### src/rtl/adder_arbiter_pkg.sv
// Shared types and constants for the adder_arbiter round-robin adder sequencer.
package adder_arbiter_pkg;

  typedef enum logic [1:0] {
    IDLE = 2'd0,
    EXEC = 2'd1,
    RESP = 2'd2
  } state_t;

  localparam int DEF_WIDTH = 8;
  localparam int DEF_N_REQ = 4;

  function automatic int clog2(input int n);
    int r;
    r = 0;
    while ((1 << r) < n) r++;
    return r;
  endfunction

endpackage

### src/rtl/adder_arbiter_rr_pick.sv
// Combinational round-robin picker: first set request at or above ptr, wrapping past N-1.
module rr_pick
  import adder_arbiter_pkg::*;
#(
  parameter int N   = DEF_N_REQ,
  parameter int IDW = clog2(N)
) (
  input  logic [N-1:0]   req,
  input  logic [IDW-1:0] ptr,
  output logic [N-1:0]   grant,
  output logic [IDW-1:0] idx,
  output logic           any
);

  logic [2*N-1:0] dbl;
  logic           found;

  // The upper copy of the request vector supplies the wrapped-around candidates.
  assign dbl = {req, req};
  assign any = |req;

  always_comb begin
    grant = '0;
    idx   = '0;
    found = 1'b0;
    for (int j = 0; j < 2*N; j++) begin
      if (!found && dbl[j] && (j >= int'(ptr))) begin
        found = 1'b1;
        idx   = IDW'(j % N);
      end
    end
    if (found) grant[idx] = 1'b1;
  end

endmodule

### src/rtl/adder_arbiter.sv
// Shares one external combinational adder among N_REQ requesters using a
// three-state accept/execute/respond sequence with round-robin arbitration.
module adder_arbiter
  import adder_arbiter_pkg::*;
#(
  parameter int N_REQ = DEF_N_REQ,
  parameter int WIDTH = DEF_WIDTH,
  localparam int IDW  = clog2(N_REQ)
) (
  input  logic                   clk,
  input  logic                   rst_n,
  input  logic [N_REQ-1:0]       req_valid,
  input  logic [N_REQ*WIDTH-1:0] req_a,
  input  logic [N_REQ*WIDTH-1:0] req_b,
  output logic [N_REQ-1:0]       req_ready,
  output logic [WIDTH-1:0]       add_a,
  output logic [WIDTH-1:0]       add_b,
  input  logic [WIDTH-1:0]       add_y,
  output logic                   rsp_valid,
  input  logic                   rsp_ready,
  output logic [WIDTH-1:0]       rsp_sum,
  output logic                   rsp_ovf,
  output logic [IDW-1:0]         rsp_id
);

  // Handshakes: a transfer happens on the rising edge where valid and ready are
  // both high. req_ready is a one-cycle accept pulse raised only in IDLE;
  // rsp_valid stays high in RESP until rsp_ready, with outputs held stable.

  state_t           state, state_n;
  logic [IDW-1:0]   ptr;
  logic [IDW-1:0]   id_q;
  logic [IDW-1:0]   win_idx;
  logic [N_REQ-1:0] win_grant;
  logic             win_any;
  logic             accept;
  logic [WIDTH-1:0] op_a, op_b;

  rr_pick #(
    .N   (N_REQ),
    .IDW (IDW)
  ) u_pick (
    .req   (req_valid),
    .ptr   (ptr),
    .grant (win_grant),
    .idx   (win_idx),
    .any   (win_any)
  );

  always_comb begin
    state_n   = state;
    req_ready = '0;
    accept    = 1'b0;
    rsp_valid = 1'b0;
    case (state)
      IDLE: begin
        if (win_any) begin
          req_ready = win_grant;
          accept    = 1'b1;
          state_n   = EXEC;
        end
      end
      EXEC: state_n = RESP;
      RESP: begin
        rsp_valid = 1'b1;
        if (rsp_ready) state_n = IDLE;
      end
      default: state_n = IDLE;
    endcase
  end

  always_ff @(posedge clk or negedge rst_n) begin
    if (!rst_n) begin
      state   <= IDLE;
      ptr     <= '0;
      id_q    <= '0;
      op_a    <= '0;
      op_b    <= '0;
      rsp_sum <= '0;
      rsp_ovf <= 1'b0;
    end else begin
      state <= state_n;
      if (accept) begin
        op_a <= req_a[int'(win_idx)*WIDTH +: WIDTH];
        op_b <= req_b[int'(win_idx)*WIDTH +: WIDTH];
        id_q <= win_idx;
      end
      // A wrapped sum is smaller than either operand, which gives the carry-out.
      if (state == EXEC) begin
        rsp_sum <= add_y;
        rsp_ovf <= (add_y < op_a);
      end
      if (state == RESP && rsp_ready)
        ptr <= (int'(id_q) == N_REQ-1) ? '0 : id_q + IDW'(1);
    end
  end

  assign add_a  = op_a;
  assign add_b  = op_b;
  assign rsp_id = id_q;

endmodule

### config.mk
export PLATFORM = sky130hd
export DESIGN_NAME = adder_arbiter
export DESIGN_NICKNAME = d
export VERILOG_FILES = /design/src/rtl/adder_arbiter_pkg.sv /design/src/rtl/adder_arbiter_rr_pick.sv /design/src/rtl/adder_arbiter.sv
export SDC_FILE = /design/constraint.sdc
export NUM_CORES = 1
export LEC_CHECK = 0
export ABC_AREA = 1
export CORE_MARGIN = 2
export CORE_UTILIZATION = 40
export DETAILED_ROUTE_END_ITERATION = 6
export GPL_TIMING_DRIVEN = 1
export PLACE_DENSITY = 0.9
export SLEW_MARGIN = 20
export SYNTH_ARGS = -nofsm -noshare
export SYNTH_HDL_FRONTEND = slang
export SYNTH_SLANG_ARGS = --single-unit
### constraint.sdc
create_clock -name clk -period 1.94 [get_ports clk]
set_input_delay 0.388 -clock clk [delete_from_list [all_inputs] [get_ports clk]]
set_output_delay 0.388 -clock clk [all_outputs]
set_load 0.01 [all_outputs]
Yosys cells after proc, flatten, opt, wreduce, memory -nomap -nowiden
Cells that the tools add are included.
Operators by class
  $add $sub $neg: 1
  order comparisons: 6
  equality and inequality tests: 5
  shift-type cells: 2
  muxes and demuxes: 27
  reductions and logical operators: 22
Operators by type and width (count)
  variable part select 32 x 6 -> 8 bit: 2
  two-way mux 2 bit: 9
  two-way mux 1 bit: 13
  logical AND 1 bit: 12
  two-way mux 4 bit: 3
  less-than comparator 8 bit: 1
  logical NOT 1 bit: 7
  case mux 2 bit (3 select lines): 1
  equality test 2 x 1 -> 1 bit, second input constant: 2
  greater-or-equal comparator 1 x 2 -> 1 bit, first input constant: 2
  OR reduction 4 bit: 1
  less-than comparator 2 x 3 -> 1 bit, second input constant: 1
  adder 2 x 1 -> 2 bit, second input constant: 1
  demux 1 bit (select 2 bit): 1
  equality test 2 bit, second input constant: 1
  greater-or-equal comparator 2 x 1 -> 1 bit, second input constant: 1
  greater-or-equal comparator 2 bit, first input constant: 1
  logical NOT 2 bit: 1
  inequality test 2 x 1 -> 1 bit, second input constant: 1
  inequality test 2 bit, second input constant: 1
  AND reduction 2 bit: 1
Storage, ports and cells
  register bits after elaboration: 31
  output and inout bits: 32
  logic and storage cells: 70

Longest topological paths before layout
Gate-level depths: netlist of the first run.
  word-level depth: 33
  mapped depth: 13

Cells and area by module
Synthesis of the first run repeated with hierarchy kept, for this count alone.
Unflattened totals
  cells, all modules: 276
  area, all modules: 1975.6 um^2
Modules (own cells, without submodules)
  adder_arbiter: times used 1, cells an instance 244, area each 1819.2 um^2
  rr_pick: times used 1, cells an instance 32, area each 156.4 um^2

Worst setup path before layout of the first run
No wires, ideal clock.
  path type: input port to output port
  start: in req_valid[1]
  end: out req_ready[3]
  arrival time: 1.376 ns
  data required time: 1.552 ns
  slack: 0.176 ns
  cell stages on the path: 8
  buffers on the path: 1
  cell sequence: inv_2 nor2_1 a21oi_1 nand3_2 nand2_4 buf_6 nand2_1 nor3_1
Between the ends
  cells in the longest elaborated chain, start to end: 29
  elaborated cells between the ends (all ways): 38
  those cells by class: order compare (2); mux (19); reduce/logical (17)
RTL lines
  start, declared: RTL line adder_arbiter.sv:12  | input logic [N_REQ-1:0] req_valid,
  logical AND 1 bit (2 in a row): RTL line adder_arbiter_rr_pick.sv:27  | if (!found && dbl[j] && (j >= int'(ptr))) begin
  two-way mux 1 bit: RTL line adder_arbiter_rr_pick.sv:27
  logical NOT 1 bit: RTL line adder_arbiter_rr_pick.sv:27
  logical AND 1 bit (2 in a row): RTL line adder_arbiter_rr_pick.sv:27
  two-way mux 1 bit: RTL line adder_arbiter_rr_pick.sv:27
  logical NOT 1 bit: RTL line adder_arbiter_rr_pick.sv:27
  logical AND 1 bit: RTL line adder_arbiter_rr_pick.sv:27
  two-way mux 1 bit: RTL line adder_arbiter_rr_pick.sv:27
  (+11 left out)
  two-way mux 2 bit: RTL line adder_arbiter_rr_pick.sv:27
  less-than comparator 2 x 3 -> 1 bit (implied by the code) or greater-or-equal comparator 2 x 1 -> 1 bit (tied branches): RTL line adder_arbiter_rr_pick.sv:32  | if (found) grant[idx] = 1'b1;
  logical AND 1 bit (implied by the code): RTL line adder_arbiter_rr_pick.sv:32
  two-way mux 1 bit (implied by the code): RTL line adder_arbiter_rr_pick.sv:32
  demux 1 bit (select 2 bit)
  two-way mux 4 bit: RTL line adder_arbiter_rr_pick.sv:32
  two-way mux 4 bit *: RTL line adder_arbiter.sv:57  | if (win_any) begin
  two-way mux 4 bit *: RTL line adder_arbiter.sv:55  | case (state)
  end, declared: RTL line adder_arbiter.sv:15  | output logic [N_REQ-1:0] req_ready,
Every way passes the cells marked *; elsewhere a longest branch is shown, timed or not.

Final worst setup path of the first run
  start: reg ptr[1]
  end: out req_ready[0]
Between the ends
  cells in the longest elaborated chain, start to end: 33
  elaborated cells between the ends (all ways): 43
  those cells by class: order compare (5); mux (20); reduce/logical (18)
RTL lines
  start, declared: RTL line adder_arbiter.sv:31  | logic [IDW-1:0] ptr;
  start signal, assigned: RTL line adder_arbiter.sv:94  | ptr <= (int'(id_q) == N_REQ-1) ? '0 : id_q + IDW'(1);
  greater-or-equal comparator 1 x 2 -> 1 bit: RTL line adder_arbiter_rr_pick.sv:27
  logical AND 1 bit: RTL line adder_arbiter_rr_pick.sv:27
  two-way mux 1 bit: RTL line adder_arbiter_rr_pick.sv:27
  logical NOT 1 bit: RTL line adder_arbiter_rr_pick.sv:27
  logical AND 1 bit (2 in a row): RTL line adder_arbiter_rr_pick.sv:27
  two-way mux 1 bit: RTL line adder_arbiter_rr_pick.sv:27
  logical NOT 1 bit: RTL line adder_arbiter_rr_pick.sv:27
  logical AND 1 bit (2 in a row): RTL line adder_arbiter_rr_pick.sv:27
  (+15 left out)
  two-way mux 2 bit: RTL line adder_arbiter_rr_pick.sv:27
  less-than comparator 2 x 3 -> 1 bit (implied by the code) or greater-or-equal comparator 2 x 1 -> 1 bit (tied branches): RTL line adder_arbiter_rr_pick.sv:32
  logical AND 1 bit (implied by the code): RTL line adder_arbiter_rr_pick.sv:32
  two-way mux 1 bit (implied by the code): RTL line adder_arbiter_rr_pick.sv:32
  demux 1 bit (select 2 bit)
  two-way mux 4 bit *: RTL line adder_arbiter_rr_pick.sv:32
  two-way mux 4 bit *: RTL line adder_arbiter.sv:57
  two-way mux 4 bit *: RTL line adder_arbiter.sv:55
Marks and branches as above.

==> impl_summary.txt, run 1 <==
----------------------------------------------------
[Timing]
  Unrepaired setup endpoints after global routing ... true
  WHS ... about 300 ps
  Final count of negative-setup-slack endpoints ... 2
  Max-slew headroom at the worst pin ... 0.7619
  Clock period minus worst slack ... around 2000 ps
  Max-slew violation count ... 0
  Sum Neg Setup Slack ... -120.7 ps
  Setup ws final ... -68.91 ps
  Worst Skew ... between 5 and 6 ps
  Final count of hold timing violations ... 0
  Pin slew with the least headroom to its limit ... around 360 ps
  Ratio of final minimum period to clock period ... 1.036
  Max Clk Rate ... approximately 500 MHz

[Detailed routing]
  Iteration-0 DRC Markers ... just under 70
  Routed len/inst ... around 13 µm
  Remaining antenna violation count ... 0
  Detailed-routing iteration count for the pre-antenna-repair pass ... 4
  Number of DRC violations after detailed routing ... 0
  Average vias per placed instance ... just under 5
  Overall via count from detail_route ... about 2600
  Detailed Route WL ... roughly 6900 µm

[Global routing]
  Initial antenna violation count ... 0
  Wire length of the first global-routing pass ... roughly 11000 µm
  Maximum number of pins on one net before global-route repair ... 33
  Overall routing resource usage ... 0.2284
  Total congestion overflow after global routing ... 0
  Number of global-route vias before repair ... between 2000 and 2500

[Logic synthesis]
  Average size of a mapped cell ... between 6 and 7 µm²
  Portion of the post-synthesis area used by sequential elements ... 0.3607
  Number of synthesized register bits ... 31
  Post-synthesis cell type count ... 25
  Count of mapped cells out of synthesis ... 339
  Net count after synthesis ... 426
  Synth warnings ... 0
  Post-Syn Area ... 2151 µm²

[CTS]
  Clock input transition at the sequential cells of the worst setup and hold paths ... roughly 70 ps
  CTS Buf Count ... 5
  Post-CTS Hold Fix Bufs ... 0
  TritonCTS clock tree ... yes
  Clk Tree Root Cell ... clkbuf_8
  Clock Sink Count ... 31
  Latest clock arrival within the worst-skew pair ... 280 ps
  Bufs on Longest Clock Path ... 2
  H-tree level count ... 2

[Placement]
  Total of buffers placed on input and output ports ... 110
  Post-DP Area ... around 3300 µm²
  Hpwl dp ... between 5000 and 6000 µm
  Routability congestion estimate from global placement ... roughly 0.84

[Min path]
  Min-Delay Path Class ... in -> async

[Finish]
  Ratio of cells with drive above 1 in the final layout ... 0.1184
  Number of antenna diodes ... 0
  Final Net Count ... 542
  Final standard cell utilization of the core ... 0.6877
  Area of all placed cells without fillers ... 3535 µm²
  Post-synthesis to final-layout area growth ... 64.34%

[Power]
  Leakage ... 1.833 nW
  Maximum vdd ir drop ... roughly 0.7 mV
  Power per cell area ... roughly 1300 nW/µm²
  Power after layout ... 4.654 mW

[Die]
  Vertical die dimension ... 77.33 µm
  Die Width ... 77.33 µm
  Boundary pin count ... 111
  Total Die Area ... 5980 µm²
  Initial standard-cell utilization of the core ... 0.4185
  Core outline area ... 5140 µm²
  Cell Rows ... 26

[Worst setup path]
  Crit Path Class ... reg -> out
  Worst r2r dst ... add_a[2]$_DFFE_PN0P_
  R2r setup slk ... 150 ps
  Termination of the worst setup path ... req_ready[0]
  Type of destination of the critical path ... output port
  Required @ worst endpoint ... about 1600 ps
  Origin of the worst setup path ... ptr[1]$_DFFE_PN0P_
  Crit path launch type ... flip-flop
  Number of cells on the worst reg-to-reg path ... 13
  Maximum net fanout on the critical path ... 4
  Crit path arrival time ... roughly 1600 ps
  Critical R2R Launch ... ptr[1]$_DFFE_PN0P_

[Status]
  Run status ... finished, violations left
  Violations in the final reports ... setup timing

[Flow run]
  Max-capacitance violation count ... 0

----------------------------------------------------
## metal layers
metal / global-route usage / part of all wire
met1: 0.2619 / 0.38
met2: 0.3965 / 0.50
met3: 0.04302 / 0.076
met4: 0.1321 / 0.038
met5: 0 / 0
## worst min-delay path by stage
| stage | startpoint | to | slack (ps) | depth (start not counted) |
|---|---|---|---|---|
| 2_1_floorplan | rst_n | add_a[0]$_DFFE_PN0P_ | 90 | 0 |
| 3_3_place_gp | rsp_sum[6]$_DFFE_PN0N_ | rsp_sum[6]$_DFFE_PN0N_ | 450 | 2 |
| 3_5_place_dp | rsp_sum[1]$_DFFE_PN0N_ | rsp_sum[1]$_DFFE_PN0N_ | 460 | 2 |
| 4_1_cts | rst_n | add_b[4]$_DFFE_PN0P_ | 290 | 1 |
| 5_1_grt | rst_n | add_b[4]$_DFFE_PN0P_ | 290 | 1 |
| 6_report | rst_n | add_b[4]$_DFFE_PN0P_ | 300 | 1 |
## cell usage after synthesis (all sizes together)
library cell  count  share of area
inv              17          0.031
a21oi             6          0.014
ha                8          0.047
buf              13          0.042
nand3            36          0.086
clkinv            1         0.0017
nand2           206           0.36
mux2              1         0.0052
clkbuf            2         0.0035
o31ai             1         0.0035
dfrtp            31           0.36
nand4             1         0.0029
o21ai             4          0.015
nor2              9          0.016
nor3              2         0.0047
o21a              1         0.0035
## stage by stage
step / instances / worst slack (ps)
3_5_place_dp: 516 / -670.5
3_3_place_gp: 516 / -530.3
4_1_cts: 526 / -20.34
5_1_grt: 526 / -129.4
2_1_floorplan: 339 / 176.0
6_report: 526 / -68.91
## logic make-up (layout without fill, tap and decap cells)
kind of cell               Yosys count  in the layout  synth area share
adders and majority gates            8              8           0.04654
AOI/OAI and AO/OA                   12             12           0.03549
DFF                                 31             31            0.3607
muxes                                1              1          0.005235
and+or+nand+nor                    254            254            0.4735
buffers and inverters               33            150           0.07853
## state kept, by name (all words and copies together), names as in the netlist
name / cells
ptr: 2
rsp_sum: 8
add_a: 8
add_b: 8
rsp_id: 2
rsp_ovf: 1
state: 2
## worst max-delay path: stages (launching register included)
cell and delay, ps:
dfrtp_2 450, nand2_2 110, nand2_2 80, nand2_2 80, inv_2 50, nand3_4 80
nand2_4 80, nor3_2 220, buf_2 170
## layout by cell type, fill, tap and decap left out, types with 6 or more instances in the layout
master           netlist  routed
nand2_1              204     196
inv_1                 14      14
clkbuf_8               0       6
dfrtp_1               31      30
nand2_2                1       7
nand3_1               35      34
clkdlybuf4s50_1        0     102
buf_4                  1      13
ha_1                   8       8
## final cells by class
cell class                 count  area (µm²)
tap                           70       87.58
sequential                    31       777.0
fill                         452        1605
multi-input combinational    275        1291
timing repair buffer         124        1191
inverter                      18       70.07
clock buffer                   6       82.58
clock inverter                 2       35.03
## report_power, final
part           internal [mW]  total (mW)  switching, mW
clock                  0.415       0.654          0.239
combinational           1.28        2.80           1.52
sequential             0.964        1.20          0.237
total                   2.66        4.65           2.00
## timing repair
action | 4_1_cts | 5_1_grt
setup endpoints to repair | 4 | 13
setup buffers | 2 | 0
pin swaps | 9 | 8
gates resized for setup | 32 | 15
(Power assumes the default switching activity.)
==> run 2, diff against run 1 <==
--- a/config.mk
+++ b/config.mk
@@ -11,7 +11,9 @@
 export DETAILED_ROUTE_END_ITERATION = 6
 export GPL_TIMING_DRIVEN = 1
 export PLACE_DENSITY = 0.9
+export SKIP_CTS_REPAIR_TIMING = 1
 export SLEW_MARGIN = 20
 export SYNTH_ARGS = -nofsm -noshare
 export SYNTH_HDL_FRONTEND = slang
 export SYNTH_SLANG_ARGS = --single-unit
+export TNS_END_PERCENT = 20
==> impl_summary.txt, run 2 (synthesis results as in run 1) <==
----------------------------------------------------
[Status]
  Run status ... finished, violations left
  Violations in the final reports ... setup timing

[Global routing]
  Number of global-route vias before repair ... 2424
  Wire length of the first global-routing pass ... around 11000 µm
  Overall routing resource usage ... 0.2249
  Initial antenna violation count ... 0
  Total congestion overflow after global routing ... 0
  Maximum number of pins on one net before global-route repair ... 33

[Power]
  Combinational group share of total power ... 0.598
  Power per cell area ... approximately 1300 nW/µm²
  Switching portion of total power ... 0.4281
  Internal Power ... between 2 and 3 mW
  Maximum vdd ir drop ... ~0.69 mV
  Power after layout ... ~4.6 mW
  Part of the total power dissipated in the clock network ... 0.141
  Leakage ... between 1.5 and 2 nW
  P_sw ... around 2 mW
  Proportion of power drawn by flip-flops and latches ... 0.261

[Timing]
  Final count of hold timing violations ... 0
  Worst Skew ... 4.880 ps
  Max Clk Rate ... around 500 MHz
  Pin slew with the least headroom to its limit ... between 300 and 400 ps
  Final count of negative-setup-slack endpoints ... 3
  Ratio of final minimum period to clock period ... 1.029
  Unrepaired setup endpoints after global routing ... true
  Max-slew violation count ... 0
  Sum Neg Setup Slack ... -140.5 ps
  Setup ws final ... -56.68 ps
  Max-slew headroom at the worst pin ... 0.7508
  Clock period minus worst slack ... 1997 ps

[Finish]
  Most frequent standard cell in the layout excluding fill and tap cells ... nand2_1
  Ratio of cells with drive above 1 in the final layout ... 0.1096
  Number of fill cells ... about 450
  Final Net Count ... ~540
  Post-synthesis to final-layout area growth ... 63.99%
  Number of antenna diodes ... 0
  Commonest non-fill, non-tap cells in the layout ... nand2_1 (198), clkdlybuf4s50_1 (102), nand3_1 (34)

[Worst setup path]
  Crit path launch type ... flip-flop
  Type of destination of the critical path ... output port
  Crit Path Class ... reg -> out
  Crit path arrival time ... ~1600 ps
  Critical R2R Launch ... ptr[1]$_DFFE_PN0P_
  Maximum net fanout on the critical path ... 5
  Origin of the worst setup path ... ptr[1]$_DFFE_PN0P_
  Required @ worst endpoint ... about 1600 ps

[CTS]
  Clock input transition at the sequential cells of the worst setup and hold paths ... 70 ps
  Bufs on Longest Clock Path ... 2
  Clock Sink Count ... 31
  TritonCTS clock tree ... yes
  Latest clock arrival within the worst-skew pair ... 280 ps
  Clk Tree Root Cell ... clkbuf_8
  H-tree level count ... 2
  CTS Buf Count ... 5

[Flow run]
  Max-capacitance violation count ... 0

[Die]
  Core outline area ... 5140 µm²
  Cell Rows ... 26
  Initial standard-cell utilization of the core ... 0.4185
  Vertical die dimension ... between 70 and 80 µm
  Die Width ... 77.33 µm
  Boundary pin count ... between 100 and 150
  Total Die Area ... approximately 6000 µm²

[Detailed routing]
  Detailed Route WL ... between 6000 and 7000 µm
  Detailed-routing iteration count for the pre-antenna-repair pass ... 4
  Routed len/inst ... ~13 µm
  Iteration-0 DRC Markers ... slightly above 80
  Number of DRC violations after detailed routing ... 0
  Overall via count from detail_route ... between 2000 and 3000
  Average vias per placed instance ... ~4.9
  Remaining antenna violation count ... 0

[Placement]
  Routability congestion estimate from global placement ... about 0.84
  Total of buffers placed on input and output ports ... 110
  DP Worst Slack ... -670.5 ps
  Hpwl dp ... about 5200 µm

[Min path]
  Min-Delay Path Class ... in -> async

----------------------------------------------------
[run 2: layout make-up]
class / count / area [µm²] / area share
inverter: 18 / 70.07 / 0.01987
clock inverter: 2 / 35.03 / 0.009933
multi-input combinational: 275 / 1277 / 0.3622
clock buffer: 6 / 82.58 / 0.02341
tap: 70 / 87.58 / 0.02483
timing repair buffer: 124 / 1196 / 0.3391
sequential: 31 / 778.2 / 0.2206
[run 2: path summary, 6_finish.rpt]
check,to,slack [ps],cells after the start
setup / recovery,req_ready[3],-60,9
setup reg to reg,add_a[7]$_DFFE_PN0P_,80,13
max in group asynchronous,ptr[0]$_DFFE_PN0P_,1030,2
hold reg to reg,rsp_sum[2]$_DFFE_PN0N_,470,2
min in group clk,rsp_sum[2]$_DFFE_PN0N_,470,2
hold / removal,add_b[4]$_DFFE_PN0P_,300,1
[run 2: power by group through the flow]
stage	Combinational [mW]	Sequential [mW]	Clock, mW
4_1_cts	2.69	1.18	0.669
3_5_place_dp	2.67	1.19	0
5_1_grt	3.08	1.25	0.698
3_3_place_gp	2.59	1.17	0
6_report	2.77	1.21	0.654
2_1_floorplan	1.45	1.27	0
[run 2: layer usage]
| metal | up-vias | share of wire | track usage |
|---|---|---|---|
| met2 | 118 | 0.50 | 0.3922 |
| met1 | 1132 | 0.40 | 0.2567 |
| met3 | 23 | 0.063 | 0.04186 |
| li1 | 1285 | - | - |
| met4 | 0 | 0.039 | 0.1304 |
| met5 | - | 0 | 0 |
[run 2: critical path, stage by stage, from the launching register on]
cell	delay, ps
dfrtp_2	430
nand2_2	90
nand2_2	80
nand2_1	80
inv_2	100
nand3_4	90
nand2_4	120
nand2_4	60
nor3_2	130
buf_2	140
[run 2: through the flow]
step                hold WS [ps]    util  instances  instance area (µm²)
floorplan                  92.41       -        339                 2151
global placement           453.1  0.6480        516                 3331
detailed placement         458.7  0.6480        516                 3331
CTS                        290.4  0.6709        524                 3448
global route               293.2  0.6862        526                 3527
finish                     298.8  0.6862        526                 3527
